--- src/rtl/multi_seq_scaler.sv ---
// multi_seq_scaler: accepts one operand via valid/grant, then streams the
// operand multiplied by each entry of a runtime-writable coefficient table,
// one full-width unsigned product per beat, with ready backpressure.
module multi_seq_scaler #(
    parameter int unsigned     W         = 8,
    parameter int unsigned     CW        = 4,
    parameter int unsigned     N         = 4,
    parameter int unsigned     OW        = W + CW,
    parameter logic [N*CW-1:0] COEF_INIT = {4'd8, 4'd7, 4'd3, 4'd1}
) (
    input  logic                 clk,
    input  logic                 rst,
    input  logic [W-1:0]         d,
    input  logic                 in_valid,
    input  logic [$clog2(N):0]   seq_len,
    output logic                 input_grant,
    input  logic                 coef_we,
    input  logic [$clog2(N)-1:0] coef_addr,
    input  logic [CW-1:0]        coef_wdata,
    output logic [OW-1:0]        out,
    output logic                 out_valid,
    input  logic                 out_ready,
    output logic [$clog2(N)-1:0] out_idx,
    output logic                 out_last
);

    localparam int unsigned AW = $clog2(N);
    localparam int unsigned LW = AW + 1;

    typedef enum logic {
        IDLE = 1'b0,
        RUN  = 1'b1
    } state_t;

    state_t        state;
    logic [W-1:0]  opnd;
    logic [LW-1:0] len;
    logic [CW-1:0] coef [N];

    logic [LW-1:0] eff_len;
    logic          beat;
    logic          accept;
    logic [AW-1:0] next_idx;

    // Handshake decode, effective sequence length and next table index
    always_comb begin
        eff_len     = seq_len;
        if (seq_len == '0 || seq_len > LW'(N)) begin
            eff_len = LW'(N);
        end
        beat        = out_valid && out_ready;
        input_grant = (state == IDLE) || (beat && out_last);
        accept      = in_valid && input_grant;
        next_idx    = out_idx + AW'(1);
    end

    // Sequencer FSM, operand/length latches, output beat register and table
    always_ff @(posedge clk or posedge rst) begin
        if (rst) begin
            state     <= IDLE;
            opnd      <= '0;
            len       <= LW'(N);
            out       <= '0;
            out_valid <= 1'b0;
            out_idx   <= '0;
            out_last  <= 1'b0;
            for (int i = 0; i < int'(N); i++) begin
                coef[i] <= COEF_INIT[i*CW +: CW];
            end
        end else begin
            // Table write; products below read the pre-write value this edge
            if (coef_we && (LW'(coef_addr) < LW'(N))) begin
                coef[coef_addr] <= coef_wdata;
            end

            if (accept) begin
                opnd      <= d;
                len       <= eff_len;
                out       <= OW'(d) * OW'(coef[0]);
                out_idx   <= '0;
                out_valid <= 1'b1;
                out_last  <= (eff_len == LW'(1));
                state     <= RUN;
            end else if (beat) begin
                if (out_last) begin
                    out_valid <= 1'b0;
                    out_last  <= 1'b0;
                    state     <= IDLE;
                end else begin
                    out_idx  <= next_idx;
                    out      <= OW'(opnd) * OW'(coef[next_idx]);
                    out_last <= (LW'(next_idx) == len - LW'(1));
                end
            end
        end
    end

endmodule

--- config.mk ---
export PLATFORM = sky130hd
export DESIGN_NAME = multi_seq_scaler
export DESIGN_NICKNAME = d
export VERILOG_FILES = /design/src/rtl/multi_seq_scaler.sv
export SDC_FILE = /design/constraint.sdc
export NUM_CORES = 1
export LEC_CHECK = 0
export CAP_MARGIN = 20
export CORE_AREA = 2 2 117 119
export CTS_CLUSTER_SIZE = 8
export DETAILED_ROUTE_END_ITERATION = 8
export DIE_AREA = 0 0 119 121
export GPL_ROUTABILITY_DRIVEN = 1
export PLACE_DENSITY = 0.58
export SYNTH_ARGS = -nofsm -noshare
export SYNTH_HDL_FRONTEND = slang
export SYNTH_SLANG_ARGS = --single-unit
--- constraint.sdc ---
create_clock -name clk -period 6.1 [get_ports clk]
set_input_delay 1.22 -clock clk [delete_from_list [all_inputs] [get_ports clk]]
set_output_delay 1.22 -clock clk [all_outputs]
set_load 0.01 [all_outputs]
# == Word-level counts from Yosys, hierarchy flattened ==
# Cells that the tools add are included.
# totals
in_bits,22
mem_bits_rw,0
rom_bits,0
n_memories,0
latchBits,0
output_inout_bits,17
elab_cells,54
ff_bits,43
# op_classes
order_cmp,4
add_sub_neg,2
n_shift,0
n_eq_ne,3
reduce_logical,11
bitwise_logic,3
n_mul,2
muxes,19
n_div,0
# op_table
operator,n
$mux 12,3
$mul 8x4->12,2
$bwmux 16,1
$mux 4,3
$bmux 4 s2,1
$demux 4 s2,1
$ge 3x3->1 const B,2
$mux 1,6
$mux 2,3
$not 2->3,2
$logic_and 1x1->1,4
$reduce_and 2->1,2
$reduce_bool 2->1,2
$eq 2x3->1,1
$eq 3x1->1 const B,1
$gt 3x3->1 const B,1
$logic_not 3->1,1
$lt 3x1->1 const B,1
$mux 3,1
$sub 3x1->3 const B,1
$add 2x1->2 const B,1
$logic_or 1x1->1,2
$ne 2x1->1 const B,1
$not 1->1,1

# == Logic depth before layout (Yosys ltp) ==
# logic_depth
ltp_word,9
depth_mapped,14
depth_no_buf,13

# == Worst setup path after synthesis ==
# No wires, ideal clock.
# synth_timing
path_kind,reg-to-reg
startpoint,register out_idx[0]
endpoint,register out[10]
required_ps,5973
setup_time_ps,127
arrival_ps,3784
path_stages_with_launch,15
n_path_buf,1
period_less_slack_ps,3911
path_slack_ps,2189
cell_sequence,dfrtp_1 > buf_2 > mux4_2 > and2_1 > fa_1 > inv_1 > fa_1 > inv_1 > ha_1 > nor2b_4 > o2111ai_1 > a41oi_1 > or3_1 > a21oi_1 > o22ai_1
# synth_via
elab_chain_len,9
# synth_lines
element,line,text
start: declaration,23,"output logic [$clog2(N)-1:0] out_idx,"
start signal: assignment,90,out_idx <= next_idx;
$add 2x1->2,54,next_idx = out_idx + AW'(1);
$not 2->3 (not written as such),91,out <= OW'(opnd) * OW'(coef[next_idx]);
$bmux 4 s2,91,
$mux 4 (not written as such) (2 in a row),91,
$mul 8x4->12,91,
$mux 12,85,if (out_last) begin
$mux 12,84,end else if (beat) begin
$mux 12,76,if (accept) begin
end signal: assignment,79,out <= OW'(d) * OW'(coef[0]);
end signal: assignment,91,
end: declaration,20,"output logic [OW-1:0] out,"
# No other way between the ends. The select of a mux whose other input is x is not followed.
# A chain may end at the register's enable or synchronous reset.

# == Worst setup path in the final report ==
# Ends and elaborated chain as after synthesis.

==> out/metrics.cfg <==
[drt]
routed_wl_um = 8720
drc = 0
num_vias = 2894
wl_per_cell_um = 14.2
viasPerCell = 4.71
drtIter0Drc = 154
ant_nets = 0
firstDrtPassIters = 4

[logic_synthesis]
synth_top_area_frac = 0.228
ys_seq_area_frac = 0.283
ys_ff_latch = 43
synth_nets = 486
synth_area_per_cell_um2 = 9.45
synth_cell_types = 50
synth_flop_cell = dfrtp_1
ys_warn_count = 0
synth_edf_count = 0
synth_area_leader_cell = dfrtp_1
synthCells = 406
syn_area_um2 = 3840
async_flop_share = 1.00
synth.area.top_cells = dfrtp_1 23%, fa_1 13%, ha_1 11%

[clocking]
cts_hold_buf = 0
insertion_delay_ps = 290
post_cts_buffers = 0
cts_tree = done
cts-root-buf = clkbuf_16
clkSlewWorstSetupHoldPaths_ps = 70
clk_path_buf_depth = 2
post_cts_resize_count = 0
clock_sinks = 43
numCtsBuffers = 5
htree_levels = 2

[grt]
busiest_layer = met2
grt_start_max_net_pins = 44
grtUsageTotal = 0.129
grt_pass1_vias = 3009
grt.met2_usage = 0.225
grtUsageMet3 = 0.0146
met1_usage = 0.163
overflow = 0
antenna_found_initial = 0
grt_pass1_wl_um = 14900

[pwr]
cellLeakagePower_nw = 2.05
p_per_area_nw_per_um2 = 514
vdd_ir_drop_max_v = 0.000196

[timing]
relSlewSlack = 0.504
fin_crit_ps = 4340
tightest_slew_ps = 745
drv_slew = 0
rsz0062_at_grt = no
finalSetupViolCount = 0
tns_ps = 0
fmax_mhz = 231
hold_viol = 0
min_period_over_period = 0.711
fin_worst_skew_ps = 5.72

[min_path]
min_path_type = reg2reg

[cells_and_area]
nets = 518
antenna_cells = 0
area_delta_synth_final_pct = 17.6
final_cells = 615
drive_gt1_frac = 0.103
finish.instance_area_um2 = 4520

[worst_setup_path]
crit_path_start_kind = flop
path_max_fanout = 9
cp.required_ps = 6250
critPathKind = reg2reg
arrival_ps = 4490
cp-end-kind = flop

[placed_design]
place_congestion = 0.861
post_dp_cell_area_um2 = 4360
dp_hpwl_um = 7040
post-place-cells = 607
io_buffers = 38

[die]
die_w_um = 119
die_h_um = 121
dieArea_um2 = 14400
core_area_um2 = 13100
start_util = 0.293
pin_count = 39
core.rowCount = 42

[run]
drv_cap = 0

[run_status]
run_status = completed

## final cells by class
| cell class | instances | area (um2) |
|---|---|---|
| multi-input combinational | 299 | 2480 |
| tap | 176 | 220 |
| sequential | 43 | 1090 |
| timing repair buffer | 39 | 388 |
| clock inverter | 2 | 16.3 |
| clock buffer | 6 | 139 |
| fill | 1343 | 8570 |
| inverter | 50 | 188 |
## layout by cell type, fill, tap and decap left out, drive strengths merged, types with 13 or more instances in the layout
master and instances:
inv 49, clkdlybuf4s50 38, and2 44, ha 34, nand2 57, nor2 15
a21oi 13, fa 24, mux2 17, dfrtp 35
## final timing paths
kind,startpoint,end,slack [ps],depth (start not counted)
worst max-delay path,out_idx[0]$_DFFE_PP0P_,out[10]$_DFFE_PP0P_,1760,13
worst min-delay path,len[2]$_DFFE_PP1P_,len[2]$_DFFE_PP1P_,480,2
worst max register to register,out_idx[0]$_DFFE_PP0P_,out[10]$_DFFE_PP0P_,1760,13
worst min register to register,len[2]$_DFFE_PP1P_,len[2]$_DFFE_PP1P_,480,2
max in group asynchronous,rst,opnd[6]$_DFFE_PP0P_,4330,3
min in group asynchronous,rst,len[0]$_DFFE_PP0P_,1380,3
## cells by family after synthesis
logic type	after synthesis	share of synthesized area
AND/OR/NAND/NOR	145	0.190
adder cells (fa/ha/maj)	58	0.236
XOR/XNOR	18	0.0411
AO/OA/AOI/OAI	57	0.105
buffers and inverters	64	0.0714
flip-flops	43	0.283
multiplexers	21	0.0733
## sequential cells by signal, summed over array words and instances, names as in the netlist
register and cells:
opnd 8, len 3, out_last 1, out_idx 2, out 12, state 1, coef 16
## worst max-delay path, stage by stage (launching register included)
cell and delay (ps):
dfrtp_1 580, mux4_2 650, and2_1 220, fa_1 540, inv_1 60, fa_1 520, inv_1 40, ha_1 340
nor2b_4 160, o2111ai_1 240, a41oi_1 170, or3_1 320, a21oi_1 250, o22ai_1 120
## power breakdown
part | switching [mW] | total (mW) | internal (mW) | leakage, nW
Clock | 0.116 | 0.279 | 0.164 | 0.0731
Sequential | 0.109 | 0.510 | 0.401 | 0.506
Combinational | 0.838 | 1.53 | 0.692 | 1.47
## synthesized netlist by cell type, types with 8 or more instances
cell,count
nand2_1,55
inv_1,50
and2_1,44
dfrtp_1,35
ha_1,34
fa_1,24
nor2_1,14
a21oi_1,13
mux2_2,12
nand3_1,11
xnor2_1,11
dfstp_2,8
## layer usage
| layer | up-vias | routed length, um |
|---|---|---|
| li1 | 1409 | - |
| met1 | 1423 | 3870 |
| met2 | 50 | 4340 |
| met3 | 12 | 249 |
| met4 | 0 | 255 |
| met5 | - | 0 |
## stage by stage
stage | total power, mW | util | worst slack (ps) | hold WS, ps
floorplan | 1.64 | - | 2190 | 452
global placement | 2.00 | 0.333 | 1630 | 463
CTS | 2.35 | 0.345 | 1750 | 477
finish | 2.32 | 0.345 | 1760 | 476
detailed placement | 2.04 | 0.333 | 1550 | 467
global route | 2.57 | 0.345 | 1480 | 491
No activity file was read; power rests on OpenSTA's default activity.
